$ cat src/rtl/sr_cmd_debouncer.sv
// sr_cmd_debouncer: synchronise, debounce and edge-detect two buttons into exclusive S/R pulses.
// Define SR_REQ_QUEUE_EN to hold one request that arrives while busy instead of dropping it.
module sr_cmd_debouncer #(
    parameter int DEBOUNCE_CYCLES = 16,
    parameter int PULSE_WIDTH     = 2,
    parameter int GAP_CYCLES      = 1,
    parameter int CNT_W           = 8
) (
    input  logic clk,
    input  logic reset,
    input  logic set_btn,
    input  logic clr_btn,
    output logic S,
    output logic R,
    output logic busy,
    output logic conflict,
    output logic overrun
);
    typedef enum logic [1:0] {IDLE, SET_PULSE, CLR_PULSE, GAP} state_t;

    state_t state, nxt;
    logic [1:0] sync0, sync1, lvl, lvl_d, req, pend;
    logic [CNT_W-1:0] cnt;
    logic set_req, clr_req, ovr_nxt, s_nxt, r_nxt;

    assign set_req = req[0];
    assign clr_req = req[1];

    always_ff @(posedge clk) begin
        if (!reset) begin
            sync0 <= '0;
            sync1 <= '0;
            lvl_d <= '0;
            req   <= '0;
        end else begin
            sync0 <= {clr_btn, set_btn};
            sync1 <= sync0;
            lvl_d <= lvl;
            req   <= lvl & ~lvl_d;
        end
    end

    for (genvar i = 0; i < 2; i++) begin : g_db
        logic l;
        logic [CNT_W-1:0] c;
        always_ff @(posedge clk) begin
            if (!reset) begin
                c <= '0;
                l <= 1'b0;
            end else if (sync1[i] == l) c <= '0;
            else if (c == CNT_W'(DEBOUNCE_CYCLES - 1)) begin
                c <= '0;
                l <= ~l;
            end else c <= c + 1'b1;
        end
        assign lvl[i] = l;
    end

    always_ff @(posedge clk) begin
        if (!reset) begin
            state <= IDLE;
            cnt   <= '0;
        end else begin
            state <= nxt;
            cnt   <= (nxt != state || state == IDLE) ? '0 : cnt + 1'b1;
        end
    end

    // Clear wins over set in IDLE; a pending slot entry counts as a live request.
    always_comb begin
        nxt = state;
        case (state)
            IDLE:                 nxt = (clr_req | pend[1]) ? CLR_PULSE : (set_req | pend[0]) ? SET_PULSE : IDLE;
            SET_PULSE, CLR_PULSE: if (cnt == CNT_W'(PULSE_WIDTH - 1)) nxt = (GAP_CYCLES == 0) ? IDLE : GAP;
            default:              if (cnt == CNT_W'(GAP_CYCLES - 1)) nxt = IDLE;
        endcase
    end

    always_comb begin
        busy  = state != IDLE;
        s_nxt = nxt == SET_PULSE;
        r_nxt = nxt == CLR_PULSE;
    end

`ifdef SR_REQ_QUEUE_EN
    logic [1:0] pend_nxt;
    always_comb begin
        pend_nxt = busy ? pend : 2'b00;
        ovr_nxt  = 1'b0;
        if (busy && clr_req) begin
            ovr_nxt  = pend[1];
            pend_nxt = 2'b10;
        end else if (busy && set_req) begin
            ovr_nxt  = |pend;
            pend_nxt = |pend ? pend : 2'b01;
        end
    end
    always_ff @(posedge clk) pend <= !reset ? 2'b00 : pend_nxt;
`else
    assign pend    = 2'b00;
    assign ovr_nxt = busy & (set_req | clr_req);
`endif

    always_ff @(posedge clk) begin
        if (!reset) begin
            S        <= 1'b0;
            R        <= 1'b0;
            conflict <= 1'b0;
            overrun  <= 1'b0;
        end else begin
            S        <= s_nxt;
            R        <= r_nxt;
            conflict <= set_req & clr_req;
            overrun  <= ovr_nxt;
        end
    end
endmodule

$ cat config.mk
export PLATFORM = sky130hd
export DESIGN_NAME = sr_cmd_debouncer
export DESIGN_NICKNAME = d
export VERILOG_FILES = /design/src/rtl/sr_cmd_debouncer.sv
export SDC_FILE = /design/constraint.sdc
export NUM_CORES = 1
export LEC_CHECK = 0
export BUFFER_PORTS_ARGS = -buffer_cell sky130_fd_sc_hd__buf_4
export CORE_MARGIN = 3
export CORE_UTILIZATION = 50
export CTS_CLUSTER_DIAMETER = 80
export DETAILED_ROUTE_END_ITERATION = 10
export PLACE_DENSITY_LB_ADDON = 0.12
export SLEW_MARGIN = 20
export SYNTH_ARGS = -nofsm -noshare
export SYNTH_HDL_FRONTEND = slang
export SYNTH_SLANG_ARGS = --single-unit
$ cat constraint.sdc
create_clock -name clk -period 4.5 [get_ports clk]
set_input_delay 0.225 -clock clk [delete_from_list [all_inputs] [get_ports clk]]
set_output_delay 0.225 -clock clk [all_outputs]
set_load 0.1 [all_outputs]
==> flow_metrics.py, run 1 <==
metrics = {
    "placed_design": {
        "place.gp.congestion": 0.784,
        "hpwlAfterDp_mm": 1.96,
        "io_buffers": 8,
        "dpl-instance-area_um2": 1800,
        "pre_cts_ws_ns": 2.52,
    },
    "routing": {
        "detail-route-antenna-nets": 0,
        "dr.pass1.iters": 4,
        "vias": 1183,
        "via_per_inst": 5.14,
        "post_drt_wl_per_cell_um": 11.7,
        "dr.first_iter.drc_count": 79,
        "drt-total-wl_mm": 2.69,
        "drc": 0,
    },
    "global_routing": {
        "grt_pass1_wl_mm": 4.91,
        "grt_pass1_vias": 1183,
        "grt_overflow": 0,
        "track_usage": 0.150,
        "antenna_found_initial": 0,
        "grt_start_max_net_pins": 17,
    },
    "sta": {
        "timing.final.crit_period_ns": 2.01,
        "worst_slew_pin_slew_ns": 0.649,
        "fin_crit_sh": 0.446,
        "drv_slew": 0,
        "grt_setup_unrepaired": "no",
        "setup_violations": 0,
        "max_freq_mhz": 499,
        "slew_headroom": 0.565,
        "setup_ws_ns": 2.49,
        "hold_viol_final": 0,
        "finalSetupTns_ns": 0,
        "skew_ns": 0.00381,
    },
    "clocking": {
        "cts_resized": 0,
        "clock_sinks": 40,
        "hold_buffers": 0,
        "root_buffer": "clkbuf_4",
        "clk_pin_slew_ns": 0.11,
        "clockBufferDepth": 2,
        "numCtsBuffers": 5,
        "clk_latency_ns": 0.33,
        "htreeDepth": 2,
        "cts_tree": "yes",
        "post_cts_buffers": 0,
    },
    "critical_path": {
        "worstPathMaxFanout": 8,
        "cp.arrival_ns": 2.26,
        "cp-end-kind": "register",
        "rrSetupSlack_ns": 2.49,
        "cp.required_ns": 4.75,
        "crit_type": "reg -> reg",
        "worstSetupStartpointType": "register",
    },
    "logic_synthesis": {
        "synth_top_flop_cell": "dfxtp_1",
        "synth_edf_count": 0,
        "yosys.area.top_type": "dfxtp_1",
        "syn_area_um2": 1690,
        "ys_types": 34,
        "synth_cells": 171,
        "syn_nets": 182,
        "async_reset_ff_frac": 0,
        "netlist.area_leader.share": 0.474,
        "yosysWarnings": 0,
        "avgSynthCellArea_um2": 9.87,
        "synth_seq_area_share": 0.474,
        "ys_seq_elements": 40,
        "synth.area.top_cells": "dfxtp_1, xor2_1, ha_1",
    },
    "cells_and_area": {
        "area_growth_syn_to_layout_pct": 10.1,
        "fin_area_um2": 1860,
        "utilization": 0.594,
        "nFillCells": 280,
        "final_cell_mix": "dfxtp_1, nor2_1, xor2_1, nand3_1, and2_1",
        "drive_gt1_frac": 0.124,
        "antenna_cells": 0,
        "layout_commonest_cell": "dfxtp_1",
        "nets": 196,
    },
    "die": {
        "rows": 20,
        "initial_utilization": 0.540,
        "io_pins": 9,
        "dieHeight_um": 64.1,
        "core-area_um2": 3130,
        "die_x_um": 64.1,
        "die_area_um2": 4110,
    },
    "pwr": {
        "clockPowerShare": 0.336,
        "sw_frac_of_total": 0.204,
        "net-switching-power_w": 0.000112,
        "internal_power_w": 0.000437,
        "p_comb_frac": 0.013,
        "total_power_w": 0.000548,
        "power.density_nw_per_um2": 295,
        "p_seq_frac": 0.651,
        "peakVddDrop_mv": 0.223,
        "p_leak_nw": 0.753,
    },
    "job": {
        "drv_cap": 0,
    },
    "outcome": {
        "status": "finished clean",
    },
    "hold_path": {
        "min_path_type": "in -> reg",
    },
}
state kept, by name, indices dropped and copies added, names as in the netlist:
register,count
state,2
cnt,8
sync1,2
lvl_d,2
conflict,1
overrun,1
g_db.l,2
g_db.c,16
S,1
sync0,2
req,2
R,1
cells in the mapped netlist, drive strengths merged (2+ instances only):
master and count:
and3 10, nor4 5, nand3 13, inv 8
a21boi 2, nor2b 3, nor2 20, and3b 2
dfxtp 40, nand2 8, ha 7, xnor2 7
xor2 13, and2 11, nand4 3, nor3 5
per-layer routing:
metal	share of wire	global-route usage	vias up	wire (um)
li1	-	-	615	-
met1	0.47	0.177	544	1260
met2	0.47	0.261	19	1280
met3	0.046	0.0439	5	123
met4	0.013	0.0475	0	34
met5	0	0	-	0
critical path, cell delays in order, from the launching register on:
cell      delay (ns)
dfxtp_1         0.46
inv_1           0.09
ha_1            0.32
nor4bb_1        0.15
o211a_1         0.24
a221o_4         0.38
nor4_2          0.27
power by group through the flow:
stage	Clock, W	Combinational [W]	Sequential, W
after global placement	0	0.00000698	0.000365
after floorplan	0	0.00000381	0.000365
after global routing	0.000208	0.00000828	0.000358
final	0.000184	0.00000723	0.000357
after detailed placement	0	0.00000723	0.000365
after CTS	0.000191	0.00000728	0.000357
path summary, 6_finish.rpt:
| check | from | cells past startpoint | end |
|---|---|---|---|
| min | set_btn | 2 | sync0[0] |
| max reg2reg | state[1] | 6 | cnt[2] |
| min reg2reg | lvl_d[1] | 1 | req[1] |
| max | state[1] | 6 | cnt[2] |
cells by family after synthesis:
group	Yosys count	synth area share
buffers and inverters	9	0.0200
AOI/OAI and AO/OA	10	0.0578
adders and majority gates	7	0.0519
DFF	40	0.474
muxes	1	0.00593
and+or+nand+nor	84	0.286
xor gates and xnor gates	20	0.104
area by class of cell:
cell class,instances,area [um^2],share of cell area
Multi-Input combinational cell,122,853,0.459
Sequential cell,40,801,0.431
Timing Repair Buffer,8,60.1,0.0323
Clock buffer,8,58.8,0.0316
Tap cell,44,55.1,0.0296
Inverter,8,30.0,0.0162
stage by stage:
step	std cells	hold slack [ns]
3_5_place_dp	222	0.378
2_1_floorplan	171	0.352
4_1_cts	230	0.0855
3_3_place_gp	222	0.373
6_report	230	0.0958
5_1_grt	230	0.0884
No activity file was read; power rests on OpenSTA's default activity.
==> run 2: changes to the inputs <==
- clock period: 4.5 -> 2.04 ns (I/O delays scaled with it)
==> flow_metrics.py, run 2 (same netlist as run 1, synthesis figures left out) <==
metrics = {
    "outcome": {
        "status": "finished clean",
    },
    "clocking": {
        "htreeDepth": 2,
        "clock_sinks": 40,
        "clk_latency_ns": 0.34,
        "post_cts_buffers": 0,
        "root_buffer": "clkbuf_4",
        "numCtsBuffers": 5,
        "cts_tree": "yes",
        "clk_pin_slew_ns": 0.11,
        "clockBufferDepth": 2,
    },
    "critical_path": {
        "worstPathMaxFanout": 8,
        "cp.required_ns": 2.31,
        "cpMaxStageDelayCell": "a221o_4",
        "cp.buffers_inverters": 1,
        "cp_top_family": "compound AO/OA/AOI/OAI gates",
        "path_cells": "inv_1 -> ha_2 -> nand3b_1 -> a32o_2 -> a221o_4 -> nor4b_2",
        "crit_type": "reg -> reg",
        "cp-end-kind": "register",
        "worstSetupStartpointType": "register",
        "slowest_delay_ns": 0.41,
        "cp.arrival_ns": 2.19,
    },
    "cells_and_area": {
        "antenna_cells": 0,
        "layout_commonest_cell": "dfxtp_1",
        "area_growth_syn_to_layout_pct": 12.3,
        "final_cell_mix": "dfxtp_1, nor2_1, xor2_1, nand3_1, and2_1",
        "utilization": 0.606,
        "fin_area_um2": 1900,
        "largest_register": "g_db.c",
        "drive_gt1_frac": 0.153,
        "largest_reg_flops": 16,
        "reg.largest.list": "g_db.c x16, cnt x8",
        "nets": 199,
    },
    "placed_design": {
        "io_buffers": 8,
        "hpwlAfterDp_mm": 2.05,
        "dpl-instance-area_um2": 1810,
        "place.gp.congestion": 0.804,
    },
    "global_routing": {
        "grt_pass1_vias": 1235,
        "antenna_found_initial": 0,
        "grt_start_max_net_pins": 17,
        "grt_overflow": 0,
        "grt_pass1_wl_mm": 5.11,
        "use_met1": 0.185,
        "grt_util_met3": 0.0703,
        "grt.busiest_layer": "met2",
        "track_usage": 0.162,
        "met2_usage": 0.266,
    },
    "sta": {
        "slew_headroom": 0.731,
        "setup_violations": 0,
        "timing.final.crit_period_ns": 1.93,
        "drv_slew": 0,
        "finalSetupTns_ns": 0,
        "fin_crit_sh": 0.945,
        "grt_setup_unrepaired": "no",
        "max_freq_mhz": 519,
        "skew_ns": 0.00887,
        "hold_viol_final": 0,
        "worst_slew_pin_slew_ns": 0.401,
    },
    "job": {
        "drv_cap": 0,
    },
    "pwr": {
        "clockPowerShare": 0.337,
        "total_power_w": 0.00122,
        "sw_frac_of_total": 0.207,
        "peakVddDrop_mv": 0.448,
        "net-switching-power_w": 0.000252,
        "p_leak_nw": 0.757,
        "internal_power_w": 0.000966,
        "power.density_nw_per_um2": 642,
        "p_comb_frac": 0.016,
        "p_seq_frac": 0.647,
    },
    "die": {
        "dieHeight_um": 64.1,
        "rows": 20,
        "die_x_um": 64.1,
        "initial_utilization": 0.540,
        "core-area_um2": 3130,
        "die_area_um2": 4110,
        "io_pins": 9,
    },
    "routing": {
        "post_drt_wl_per_cell_um": 12.2,
        "dr.first_iter.drc_count": 57,
        "via_per_inst": 5.13,
        "vias": 1196,
        "dr.pass1.iters": 4,
        "detail-route-antenna-nets": 0,
        "drt-total-wl_mm": 2.84,
        "drc": 0,
    },
    "hold_path": {
        "min_path_type": "in -> reg",
    },
}
-- run 2: power groups by stage --
stage | logic (W) | registers, W | clock network [W]
2_1_floorplan | 0.00000841 | 0.000805 | 0
5_1_grt | 0.0000216 | 0.000789 | 0.000464
4_1_cts | 0.0000191 | 0.000788 | 0.000427
6_report | 0.0000190 | 0.000788 | 0.000411
3_5_place_dp | 0.0000160 | 0.000806 | 0
3_3_place_gp | 0.0000153 | 0.000805 | 0
-- run 2: through the flow --
step	hold slack, ns	setup WS, ns	instances
6_report	0.0853	0.113	233
5_1_grt	0.0755	0.0310	233
4_1_cts	0.0670	0.0346	233
3_5_place_dp	0.317	0.0628	223
3_3_place_gp	0.311	0.155	223
2_1_floorplan	0.229	0.220	171
-- run 2: worst paths after layout --
| path | from | end | cells past startpoint | slack [ns] |
|---|---|---|---|---|
| setup / recovery | state[0] | cnt[1] | 6 | 0.11 |
| hold / removal | reset | sync0[0] | 2 | 0.09 |
| setup reg to reg | state[0] | cnt[1] | 6 | 0.11 |
| hold reg to reg | lvl_d[1] | req[1] | 1 | 0.40 |
-- run 2: cell type report --
| cell class | count | area [um^2] |
|---|---|---|
| fill | 293 | 1230 |
| multi-input combinational | 122 | 856 |
| sequential | 40 | 805 |
| timing repair buffer | 11 | 87.6 |
| clock buffer | 8 | 58.8 |
| tap | 44 | 55.1 |
| inverter | 8 | 33.8 |
-- run 2: repair_timing --
item | CTS | global route
setup endpoints to repair | 0 | 4
resized for setup | 0 | 4
hold endpoints to repair | 2 | 0
hold buffers | 2 | 0
-- run 2: layer usage --
layer / share of wire / wire length (um)
met1: 0.47 / 1350
met2: 0.47 / 1330
met3: 0.043 / 123
met4: 0.013 / 38
met5: 0 / 0
